<file path="config.mk">
export PLATFORM = sky130hd
export DESIGN_NAME = load_store_unit
export DESIGN_NICKNAME = d
export VERILOG_FILES = /design/src/rtl/load_store_unit.sv
export SDC_FILE = /design/constraint.sdc
export NUM_CORES = 1
export LEC_CHECK = 0
export CORE_MARGIN = 10
export CORE_UTILIZATION = 35
export DETAILED_ROUTE_END_ITERATION = 10
export DONT_BUFFER_PORTS = 1
export HOLD_SLACK_MARGIN = 0.05
export PLACE_DENSITY = 0.5
export SLEW_MARGIN = 25
export SYNTH_ARGS = -nofsm -noshare
export SYNTH_HDL_FRONTEND = slang
export SYNTH_SLANG_ARGS = --single-unit
</file>
<file path="constraint.sdc">
create_clock -name Clk -period 2.2 [get_ports Clk]
set_clock_uncertainty 0.1 [all_clocks]
set_input_delay 0.44 -clock Clk [delete_from_list [all_inputs] [get_ports Clk]]
set_output_delay 0.44 -clock Clk [all_outputs]
set_load 0.01 [all_outputs]
</file>
<file path="src/rtl/load_store_unit.sv">
// Multicycle load/store stage between the datapath and 64-bit data memory.
// Handles lane select, sign/zero extension and read-modify-write stores.
module load_store_unit #(
    parameter int READ_LAT = 1
) (
    input  logic        Clk,
    input  logic        Reset,
    input  logic        start,
    input  logic        is_store,
    input  logic [2:0]  funct3,
    input  logic [63:0] addr,
    input  logic [63:0] wdata,
    output logic        busy,
    output logic        done,
    output logic        misaligned,
    output logic [63:0] load_data,
    output logic [63:0] mem_raddr,
    output logic [63:0] mem_waddr,
    output logic [63:0] mem_wdata,
    output logic        mem_wr,
    input  logic [63:0] mem_rdata
);

    typedef enum logic [2:0] {
        IDLE,
        READ,
        CAPTURE,
        WRITE,
        DONE
    } lsuState_t;

    lsuState_t   state;
    logic        reqStore;
    logic [2:0]  reqFunct3;
    logic [63:0] reqAddr;
    logic [63:0] reqWdata;
    logic [1:0]  latCnt;

    logic        illegal;
    logic        unaligned;
    logic        badReq;
    logic [5:0]  laneOff;
    logic [63:0] shifted;
    logic [63:0] loadExt;
    logic [63:0] sizeMask;
    logic [63:0] laneMask;
    logic [63:0] merged;

    // Request legality is judged on the live inputs, in the accepting cycle
    always_comb begin
        illegal = is_store ? funct3[2] : (funct3 == 3'b111);
        case (funct3[1:0])
            2'd0:    unaligned = 1'b0;
            2'd1:    unaligned = addr[0];
            2'd2:    unaligned = |addr[1:0];
            default: unaligned = |addr[2:0];
        endcase
        badReq = illegal | unaligned;
    end

    always_comb begin
        laneOff = {reqAddr[2:0], 3'b000};
        shifted = mem_rdata >> laneOff;
        case (reqFunct3[1:0])
            2'd0: begin
                loadExt  = {{56{shifted[7] & ~reqFunct3[2]}}, shifted[7:0]};
                sizeMask = 64'h0000_0000_0000_00FF;
            end
            2'd1: begin
                loadExt  = {{48{shifted[15] & ~reqFunct3[2]}}, shifted[15:0]};
                sizeMask = 64'h0000_0000_0000_FFFF;
            end
            2'd2: begin
                loadExt  = {{32{shifted[31] & ~reqFunct3[2]}}, shifted[31:0]};
                sizeMask = 64'h0000_0000_FFFF_FFFF;
            end
            default: begin
                loadExt  = shifted;
                sizeMask = '1;
            end
        endcase
        laneMask = sizeMask << laneOff;
        merged   = (mem_rdata & ~laneMask) | ((reqWdata << laneOff) & laneMask);
    end

    always_ff @(posedge Clk) begin
        if (Reset) begin
            state      <= IDLE;
            reqStore   <= 1'b0;
            reqFunct3  <= '0;
            reqAddr    <= '0;
            reqWdata   <= '0;
            latCnt     <= '0;
            busy       <= 1'b0;
            done       <= 1'b0;
            misaligned <= 1'b0;
            load_data  <= '0;
            mem_raddr  <= '0;
            mem_waddr  <= '0;
            mem_wdata  <= '0;
            mem_wr     <= 1'b0;
        end else begin
            done       <= 1'b0;
            misaligned <= 1'b0;
            mem_wr     <= 1'b0;
            case (state)
                IDLE: begin
                    if (start) begin
                        reqStore  <= is_store;
                        reqFunct3 <= funct3;
                        reqAddr   <= addr;
                        reqWdata  <= wdata;
                        busy      <= 1'b1;
                        if (badReq) begin
                            state      <= DONE;
                            done       <= 1'b1;
                            misaligned <= 1'b1;
                        end else if (is_store && funct3[1:0] == 2'd3) begin
                            state     <= WRITE;
                            mem_wr    <= 1'b1;
                            mem_waddr <= {addr[63:3], 3'b000};
                            mem_wdata <= wdata;
                        end else begin
                            state     <= READ;
                            mem_raddr <= {addr[63:3], 3'b000};
                            latCnt    <= 2'(READ_LAT - 1);
                        end
                    end
                end
                READ: begin
                    if (latCnt == 2'd0) begin
                        state <= CAPTURE;
                    end else begin
                        latCnt <= latCnt - 2'd1;
                    end
                end
                CAPTURE: begin
                    mem_raddr <= '0;
                    if (reqStore) begin
                        state     <= WRITE;
                        mem_wr    <= 1'b1;
                        mem_waddr <= {reqAddr[63:3], 3'b000};
                        mem_wdata <= merged;
                    end else begin
                        state     <= DONE;
                        done      <= 1'b1;
                        load_data <= loadExt;
                    end
                end
                WRITE: begin
                    mem_waddr <= '0;
                    state     <= DONE;
                    done      <= 1'b1;
                end
                DONE: begin
                    busy  <= 1'b0;
                    state <= IDLE;
                end
                default: state <= IDLE;
            endcase
        end
    end

endmodule
</file>
---- Word level (Yosys, flattened, before mapping) ----
Cells that the tools add are included.
word-level totals
  flip-flop bits (word level) ............. 397
  bits of input ports ..................... 199
  output and inout port bits .............. 260
  logic and storage cells ................. 106
cells by class
  $add $sub $neg .......................... 1
  equality and inequality tests ........... 17
  shift operators ......................... 3
  mux-type cells .......................... 40
  bitwise operators ....................... 11
  reductions and logical operators ........ 20
operator list
  kind                                            number
  2-to-1 mux 64 bit                               11
  one-hot mux 64 bit (3 select lines)             3
  one-hot mux 64 bit (2 select lines)             2
  AND 64 bit                                      2
  << shifter 64 x 6 -> 64 bit                     2
  inverter 64 bit                                 1
  bitwise OR 64 bit                               1
  right shift 64 x 6 -> 64 bit                    1
  AND reduction 5 bit                             3
  != test 2 bit (second input constant)           7
  2-to-1 mux 3 bit                                4
  one-hot mux 3 bit (4 select lines)              1
  2-to-1 mux 2 bit                                5
  2-to-1 mux 1 bit                                9
  AND reduction 2 bit                             4
  == test 2 bit (second input constant)           3
  == test 3 x 2 -> 1 bit (second input constant)  2
  == test 3 bit (second input constant)           2
  logical NOT 2 bit                               3
  one-hot mux 1 bit (3 select lines)              2
  nonzero test 2 bit                              3
  == test 2 x 1 -> 1 bit (second input constant)  2
  one-hot mux 1 bit (2 select lines)              2
  one-hot mux 2 bit (2 select lines)              1
  other kinds (11)                                16

---- Logic depth before layout (Yosys ltp) ----
Gate-level depths: netlist of the first run.
  depth after elaboration ................. 8
  gate-level depth with buffers ........... 9
  mapped depth without buffers ............ 5

---- Worst setup path before layout of the first run ----
Ideal clock, no wire load.
  path kind ............................... register to register
  start point ............................. reg reqAddr[2]
  end point ............................... reg load_data[33]
  library setup time ...................... 134 ps
  arrival time ............................ 2045 ps
  data required time ...................... 1966 ps
  slack ................................... -79 ps
  stages on the path, launching flop included .. 7
  buffers on the path ..................... 1
  clock period less this slack ............ 2279 ps
  cells stage by stage .................... dfxtp_1 mux2_2 mux4_2 and3_4 nor4_4 buf_6 a211oi_1
on the way
  longest elaborated chain between the ends .. 3
  elaborated cells on any way between the ends .. 5
  classes of those cells .................. shift: 1; mux: 1; bitwise: 3
RTL lines
  element                                  RTL line    RTL
  start: declaration                       35          logic [63:0] reqAddr;
  start signal: assignment                 111         reqAddr <= addr;
  right shift 64 x 6 -> 64 bit (*)         63          shifted = mem_rdata >> laneOff;
  AND 1 bit, on equally long branches      74, 66, 70
  one-hot mux 64 bit (3 select lines) (*)  64          case (reqFunct3[1:0])
  end signal: assignment                   147         load_data <= loadExt;
  end: declaration                         16          output logic [63:0] load_data,
Mark *: on every way between the ends. The rest lies on a longest branch, timed or not.
A chain may end at the register's enable or synchronous reset.

---- Final worst setup path of the first run ----
  start point ............................. reg reqAddr[2]
  end point ............................... reg load_data[40]
The elaborated chain is that of the path after synthesis.

==> results of run 1 <==
state kept, by name, summed over array words and instances, names as in the netlist, 2 cells and up:
register	count
latCnt	2
load_data	64
mem_raddr	61
mem_waddr	61
mem_wdata	64
reqAddr	64
reqFunct3	3
reqWdata	64
state	3
power by group:
part | internal [mW] | switching (mW) | leakage (nW)
Combinational | 1.43 | 1.69 | 4.49
Sequential | 7.41 | 0.459 | 3.18
Clock | 4.90 | 3.28 | 0.792
logic make-up (layout without fill, tap and decap cells):
| logic type | count (synthesis) | after routing |
|---|---|---|
| other | 1 | 17 |
| AO/OA/AOI/OAI | 641 | 642 |
| multiplexers | 195 | 195 |
| flip-flops | 391 | 391 |
| buffers and inverters | 245 | 426 |
| AND/OR/NAND/NOR | 795 | 795 |
| adder cells (fa/ha/maj) | 1 | 1 |
worst max-delay path by stage:
stage,start,end,cells after the start
floorplan,mem_rdata[63],load_data[33]$_SDFFE_PP0P_,6
global placement,reqAddr[2]$_SDFFE_PP0P_,mem_wdata[34]$_SDFFE_PP0P_,8
detailed placement,reqAddr[2]$_SDFFE_PP0P_,mem_wdata[34]$_SDFFE_PP0P_,8
CTS,reqAddr[2]$_SDFFE_PP0P_,load_data[47]$_SDFFE_PP0P_,7
global route,reqAddr[2]$_SDFFE_PP0P_,load_data[47]$_SDFFE_PP0P_,7
finish,reqAddr[2]$_SDFFE_PP0P_,load_data[40]$_SDFFE_PP0P_,7
metal layers:
metal	track usage, %	vias up
met1	31.2	9012
met4	8.53	10
li1	-	8512
met2	41.8	799
met3	9.44	167
met5	0	-
cell usage in the layout, fill, tap and decap left out, drive strengths merged, types with 15 or more instances in the layout:
cell type	netlist	final
nor2b	15	15
nand2	376	376
a22o	61	61
mux2i	132	132
buf	70	171
mux2	28	28
a211oi	137	137
inv	22	25
o211ai	30	30
nor3	42	42
o221ai	20	20
a21oi	243	243
nor3b	65	65
a311oi	35	35
dlygate4sd3	0	145
o21ai	16	16
nor2	228	228
mux4	35	35
clkbuf	151	64
o22ai	25	25
dfxtp	391	391
what timing repair did:
action | in CTS | in global routing
pin swaps | 2 | 21
endpoints found under the hold margin | 390 | 323
setup endpoints to repair | 50 | 91
hold buffers | 138 | 7
cloned | 4 | 4
resized for setup | 35 | 67
buffers inserted | 11 | 9
cell type report:
class / instances / area, um2 / share of cell area, %
Clock buffer: 61 / 1300 / 5.29
Tap cell: 704 / 881 / 3.59
Inverter: 22 / 82.6 / 0.337
Timing Repair Buffer: 320 / 3250 / 13.3
Clock inverter: 23 / 340 / 1.39
Sequential cell: 391 / 7840 / 32.0
Multi-Input combinational cell: 1639 / 10800 / 44.1
Antenna cell: 11 / 27.5 / 0.112
through the flow:
step	setup WS [ps]	instances	power, mW	utilization, %	instance area, um2
final	-107	3171	19.2	44.7	24500
after global routing	-163	3168	19.9	44.7	24500
after CTS	-85.8	3142	19.1	43.8	24000
after detailed placement	-82.3	2905	10.6	37.6	20700
after global placement	-63.1	2905	10.6	37.6	20700
after floorplan	2.61	2274	9.65	-	19300
==> results.yml, run 1 <==
clocking:
  cts_made_buffers: 45
  clkTransAtPathRegs_ps: 60
  cts_sinks: 391
  root_buffer: "clkbuf_16"
  clockBufferDepth: 3
  cts_tree: "done"
  cts_max_level: 2
  clock_latency_ps: 600
setup_path:
  crit_type: "reg -> reg"
  worstSetupEndpointType: "flip-flop"
  slowest_stage: "mux4_2"
  cp_num_buf_inv: 2
  crit_fanout: 8
  start_kind: "flip-flop"
  crit_arrival_ps: 2660
  r2r_setup_slack_ps: -110
  cpLargestDelayFamily: "multiplexers"
  worstRegToRegCells: 7
  cp.required_ps: 2550
  worstPathCellList: "mux2_4 -> mux4_2 -> and3_4 -> nor4_4 -> buf_4 -> bufbuf_16 -> a211oi_1"
  rr_endpoint: "load_data[40]$_SDFFE_PP0P_"
  max_stage_delay_ps: 490
  r2r_start: "reqAddr[2]$_SDFFE_PP0P_"
timing:
  finalHoldViolCount: 33
  holdWs_ps: -188
  period_share_pct: 105
  relSlewSlack_pct: 51.2
  rsz0062_at_grt: "yes"
  fin_setup_tns_ps: -2680
  max_freq_ghz: 0.433
  finalSetupViolCount: 43
  tightest_slew_ps: 732
  post-route-min-period_ps: 2310
  maxSlewViolCount: 0
  setup_ws_ps: -107
synthesis:
  avgSynthCellArea_um2: 8.51
  ys_top_cells_by_area: "dfxtp_1 41%, nand2_1 7.3%, mux2i_1 6.8%"
  synth_compound_area_share_pct: 22.5
  yosysMostFrequentCell: "dfxtp_1"
  async_flop_share_pct: 0
  synth.mux.area_fraction_pct: 12.7
  synth-seq-cells: 391
  synth-xor-area-share_pct: 0
  synth_top_area_share_pct: 40.6
  yosys.area_share.simple_pct: 18.2
  ys.warnings.count: 0
  synth_top_family_by_area: "compound AO/OA/AOI/OAI gates"
  synth_top_flop_cell: "dfxtp_1"
  seq_area_frac_synth_pct: 40.6
  synth.cell_area_um2: 19300
  synthTopCellsByCount: "391 x dfxtp_1, 376 x nand2_1, 243 x a21oi_1, 227 x nor2_1, 148 x clkbuf_1"
  yosysTopAreaCell: "dfxtp_1"
  synth_edf_count: 0
  syn_inst: 2269
  synth_cell_types: 68
  synthAdderAreaFrac_pct: 0.0648
cells_and_area:
  drive_gt1_share_pct: 16.8
  layout.nets: 2619
  fillCellCount: 5350
  areaGrowthSynthToFinish_pct: 27.1
floorplan:
  fp.coreArea_um2: 54900
  dieArea_um2: 64900
  placementRows: 86
  die_w_um: 255
  start_util_pct: 35.2
  io_pins: 459
  die_h_um: 255
flow_run:
  cap_viol_max_count: 0
routing:
  top_layer: "met5"
  drt_iter0_markers: 1578
  via_count: 18500
  viasPerCell: 5.83
  wl_um: 88400
  postRouteAntennaNets: 0
  firstDrtPassIters: 5
  met1Wirelength_um: 34400
  post_drt_wl_per_cell_um: 27.9
  dr_wl_met2_um: 41300
  met3WireLength_um: 9620
  drc: 0
placed_design:
  port-buffer-count: 0
  place.gp.congestion: 0.929
  dp_hpwl_um: 63200
power:
  peakVddDrop_uv: 704
  p_per_area_nw_per_um2: 781
  leakage_nw: 8.47
grt:
  grt_pass1_vias: 17745
  grt_pass1_wl_um: 125000
  track_usage_pct: 25.8
  grt_max_degree: 336
  grt_antenna_before_repair: 16
  global_route.overflow_total: 0
run_status:
  run_status: "finished with violations"
  failed_checks: "hold timing, setup timing"
worst_hold_path:
  holdPathStages: 1
  hp-class: "in -> reg"
  hp-start: "Reset"
  hold_end: "reqAddr[39]$_SDFFE_PP0P_"
(Power assumes the default switching activity.)
==> run 2: changes to the inputs <==
--- a/config.mk
+++ b/config.mk
@@ -5,12 +5,14 @@
 export SDC_FILE = /design/constraint.sdc
 export NUM_CORES = 1
 export LEC_CHECK = 0
+export CELL_PAD_IN_SITES_DETAIL_PLACEMENT = 0
+export CELL_PAD_IN_SITES_GLOBAL_PLACEMENT = 1
 export CORE_MARGIN = 10
 export CORE_UTILIZATION = 35
 export DETAILED_ROUTE_END_ITERATION = 10
 export DONT_BUFFER_PORTS = 1
 export HOLD_SLACK_MARGIN = 0.05
-export PLACE_DENSITY = 0.5
+export PLACE_DENSITY = 0.64
 export SLEW_MARGIN = 25
 export SYNTH_ARGS = -nofsm -noshare
 export SYNTH_HDL_FRONTEND = slang
==> results.yml, run 2 (same netlist as run 1, synthesis figures left out) <==
timing:
  finalHoldViolCount: 83
  rsz0062_at_grt: "yes"
  fin_setup_tns_ps: -1220
  period_share_pct: 103
  maxSlewViolCount: 0
  holdWs_ps: -168
  setup_ws_ps: -66.2
  post-route-min-period_ps: 2270
  relSlewSlack_pct: 47.4
  max_freq_ghz: 0.441
  finalSetupViolCount: 32
  tightest_slew_ps: 785
routing:
  viasPerCell: 5.82
  drt_iter0_markers: 1356
  dr_wl_met2_um: 40700
  firstDrtPassIters: 7
  post_drt_wl_per_cell_um: 27.5
  drc: 0
  postRouteAntennaNets: 0
  wl_um: 86600
  met3WireLength_um: 8790
  met1Wirelength_um: 34200
  top_layer: "met5"
  via_count: 18317
cells_and_area:
  drive_gt1_share_pct: 15.6
  layout.nets: 2598
  multi_input_area_um2: 10800
  regArea_um2: 7840
  final_cell_mix: "387 x dfxtp_1, 376 x nand2_1, 241 x a21oi_1"
  areaGrowthSynthToFinish_pct: 25.8
  utilization_pct: 44.2
  fillCellCount: 5394
  final_common_cell: "dfxtp_1"
placed_design:
  place.gp.congestion: 0.935
  dp_hpwl_um: 61400
  pre_cts_ws_ps: -114
  port-buffer-count: 0
grt:
  grt_antenna_before_repair: 8
  grt_max_degree: 336
  track_usage_pct: 25.2
  global_route.overflow_total: 0
  grt_pass1_wl_um: 123000
  grt_pass1_vias: 17487
worst_hold_path:
  hp-start: "Reset"
  holdPathStages: 1
  hp-class: "in -> reg"
  hold_end: "reqAddr[37]$_SDFFE_PP0P_"
clocking:
  clkTransAtPathRegs_ps: 60
  root_buffer: "clkbuf_16"
  cts_tree: "done"
  cts_max_level: 2
  clockBufferDepth: 3
  cts_made_buffers: 45
  clock_latency_ps: 580
  cts_sinks: 391
setup_path:
  cpLargestDelayFamily: "multiplexers"
  start_kind: "flip-flop"
  crit_fanout: 8
  cp_num_buf_inv: 2
  max_stage_delay_ps: 500
  r2r_start: "reqAddr[2]$_SDFFE_PP0P_"
  worstPathCellList: "mux2_4 -> mux4_2 -> and3_4 -> nor4_4 -> buf_12 -> clkbuf_16 -> a211oi_2"
  slowest_stage: "mux4_2"
  rr_endpoint: "load_data[45]$_SDFFE_PP0P_"
  worstSetupEndpointType: "flip-flop"
  startpoint: "reqAddr[2]$_SDFFE_PP0P_"
  r2r_setup_slack_ps: -70
  worstRegToRegCells: 7
  crit_type: "reg -> reg"
  cp.required_ps: 2540
  crit_arrival_ps: 2610
run_status:
  failed_checks: "hold timing, setup timing"
  run_status: "finished with violations"
floorplan:
  start_util_pct: 35.2
  die_h_um: 255
  dieArea_um2: 64900
  placementRows: 86
  io_pins: 459
  die_w_um: 255
  fp.coreArea_um2: 54900
flow_run:
  cap_viol_max_count: 0
power:
  p_total_mw: 18.6
  peakVddDrop_uv: 492
  leakage_nw: 8.33
  p_per_area_nw_per_um2: 765
[run 2: worst max-delay path by stage]
stage                            endpoint  depth (start not counted)
6_report       load_data[45]$_SDFFE_PP0P_                          7
5_1_grt        load_data[45]$_SDFFE_PP0P_                          7
4_1_cts        load_data[58]$_SDFFE_PP0P_                          7
3_5_place_dp   load_data[44]$_SDFFE_PP0P_                          6
3_3_place_gp    mem_wdata[9]$_SDFFE_PP0P_                          5
2_1_floorplan  load_data[33]$_SDFFE_PP0P_                          6
[run 2: worst register-to-register path, stage by stage, from the launching register on]
cell and delay, ps:
dfxtp_4 410, mux2_4 320, mux4_2 500, and3_4 190
nor4_4 200, buf_12 180, clkbuf_16 170, a211oi_2 70
[run 2: layout make-up]
cell class,count,area share (%)
clock inverter,14,0.665
antenna,11,0.113
sequential,391,32.3
multi-input combinational,1638,44.5
tap,704,3.63
clock buffer,69,5.60
inverter,22,0.340
timing repair buffer,300,12.9
[run 2: layer usage]
layer / up-vias / global-route usage [%]
li1: 8453 / -
met1: 8990 / 30.2
met2: 720 / 40.7
met3: 150 / 9.21
met4: 4 / 8.96
met5: - / 0
[run 2: timing repair]
item	in CTS	in global routing
gates cloned	2	6
resized for setup	12	74
hold buffers	144	6
hold endpoints to repair	388	313
pin swaps	1	10
endpoints found under the setup margin	50	97
setup buffers	2	16
[run 2: power breakdown]
group / internal, mW / total (mW) / switching [mW]
sequential: 7.41 / 7.85 / 0.434
clock: 4.53 / 7.71 / 3.18
combinational: 1.37 / 3.02 / 1.65
[run 2: per-stage QoR]
stage,instances,area [um2]
after floorplan,2274,19300
after CTS,3111,23600
after global routing,3143,24300
after global placement,2880,20500
final,3149,24300
after detailed placement,2880,20500
==> run 3: changes to the inputs <==
--- a/config.mk
+++ b/config.mk
@@ -13,6 +13,7 @@
 export DONT_BUFFER_PORTS = 1
 export HOLD_SLACK_MARGIN = 0.05
 export PLACE_DENSITY = 0.64
+export REMOVE_ABC_BUFFERS = 1
 export SLEW_MARGIN = 25
 export SYNTH_ARGS = -nofsm -noshare
 export SYNTH_HDL_FRONTEND = slang
==> results.yml, run 3 (same netlist as run 1, synthesis figures left out) <==
run_status:
  run_status: "finished with violations"
  failed_checks: "hold timing"
power:
  leakage_nw: 8.43
  peakVddDrop_uv: 548
  p_per_area_nw_per_um2: 779
clocking:
  clockBufferDepth: 3
  cts_made_buffers: 45
  clkTransAtPathRegs_ps: 60
  cts_tree: "done"
  cts_max_level: 2
  root_buffer: "clkbuf_16"
  clock_latency_ps: 580
  cts_sinks: 391
routing:
  met1Wirelength_um: 33200
  wl_um: 81300
  firstDrtPassIters: 5
  viasPerCell: 5.80
  drt_iter0_markers: 1469
  postRouteAntennaNets: 0
  drc: 0
  met3WireLength_um: 8140
  top_layer: "met5"
  dr_wl_met2_um: 37400
  via_count: 18307
  post_drt_wl_per_cell_um: 25.7
cells_and_area:
  fillCellCount: 5407
  drive_gt1_share_pct: 14.4
  final_common_cell: "dfxtp_1"
  layout.nets: 2616
  fin_area_um2: 24300
  areaGrowthSynthToFinish_pct: 26.2
  final_cell_mix: "387 x dfxtp_1, 375 x nand2_1, 241 x a21oi_1"
timing:
  finalHoldViolCount: 63
  holdWs_ps: -156
  tightest_slew_ps: 734
  finalSetupViolCount: 0
  max_freq_ghz: 0.456
  setup_ws_ps: 6.07
  post-route-min-period_ps: 2190
  relSlewSlack_pct: 50.5
  period_share_pct: 99.7
  maxSlewViolCount: 0
  rsz0062_at_grt: "yes"
grt:
  grt_pass1_vias: 17926
  global_route.overflow_total: 0
  grt_pass1_wl_um: 118000
  grt_max_degree: 336
  grt_antenna_before_repair: 5
  track_usage_pct: 23.6
placed_design:
  port-buffer-count: 0
  place.gp.congestion: 0.900
  pre_cts_ws_ps: -178
  placed_cell_area_um2: 20800
  dp_hpwl_um: 56700
floorplan:
  start_util_pct: 35.2
  die_w_um: 255
  fp.coreArea_um2: 54900
  io_pins: 459
  placementRows: 86
  die_h_um: 255
  dieArea_um2: 64900
setup_path:
  worstSetupEndpointType: "flip-flop"
  start_kind: "flip-flop"
  crit_type: "reg -> reg"
  r2r_start: "reqAddr[2]$_SDFFE_PP0P_"
  crit_arrival_ps: 2530
  cp.required_ps: 2540
  worstRegToRegCells: 7
  r2r_setup_slack_ps: 6
  crit_fanout: 7
  startpoint: "reqAddr[2]$_SDFFE_PP0P_"
worst_hold_path:
  hp-class: "in -> reg"
  hp-start: "Reset"
  holdPathStages: 1
flow_run:
  cap_viol_max_count: 0
-- run 3: power breakdown --
part           leakage, nW  total, mW  switching (mW)  internal [mW]
combinational         4.46       3.09            1.67           1.41
clock                0.787       8.09            3.18           4.91
sequential            3.18       7.79           0.380           7.41
total                 8.43       19.0            5.23           13.7
-- run 3: timing repair --
| item | 4_1_cts | 5_1_grt |
|---|---|---|
| hold buffers | 158 | 1 |
| setup buffers | 1 | 8 |
| hold endpoints to repair | 387 | 308 |
| gates resized for setup | 6 | 41 |
| setup endpoints to repair | 38 | 87 |
| gates cloned | 0 | 5 |
| pin swaps | 1 | 4 |
-- run 3: routing by layer --
metal  global-route usage, %  up-vias
met2                    38.4      717
met3                    8.42      147
li1                        -     8491
met1                    28.8     8944
met4                    7.40        8
met5                       0        -
-- run 3: path summary, 6_finish.rpt --
path / end
worst max register to register: load_data[58]$_SDFFE_PP0P_
worst max-delay path: load_data[58]$_SDFFE_PP0P_
worst min register to register: reqAddr[47]$_SDFFE_PP0P_
worst min-delay path: reqAddr[47]$_SDFFE_PP0P_
-- run 3: critical path: stages, from the launching register on --
cell and delay, ps:
dfxtp_4 390, mux2_4 320, mux4_2 500, and3_4 190, nor4_4 140, buf_6 200
clkbuf_16 160, a211oi_1 60
-- run 3: layout make-up --
cell class	instances	area [um2]	area share [%]
inverter	22	82.6	0.339
timing repair buffer	318	3390	13.9
tap	704	881	3.62
clock buffer	65	1330	5.48
clock inverter	18	248	1.02
sequential	391	7840	32.2
multi-input combinational	1638	10600	43.4
antenna	3	7.51	0.0308
-- run 3: stage by stage --
stage / std cells / TNS (ps) / hold WS, ps / total power [mW] / util [%]
detailed placement: 2900 / -5240 / 340 / 10.6 / 37.8
global route: 3156 / -2070 / -195 / 19.7 / 44.4
global placement: 2900 / -5110 / 334 / 10.5 / 37.8
CTS: 3142 / -68.3 / -171 / 19.0 / 43.6
finish: 3159 / 0 / -156 / 19.0 / 44.4
floorplan: 2051 / -1573600 / 325 / 9.56 / -
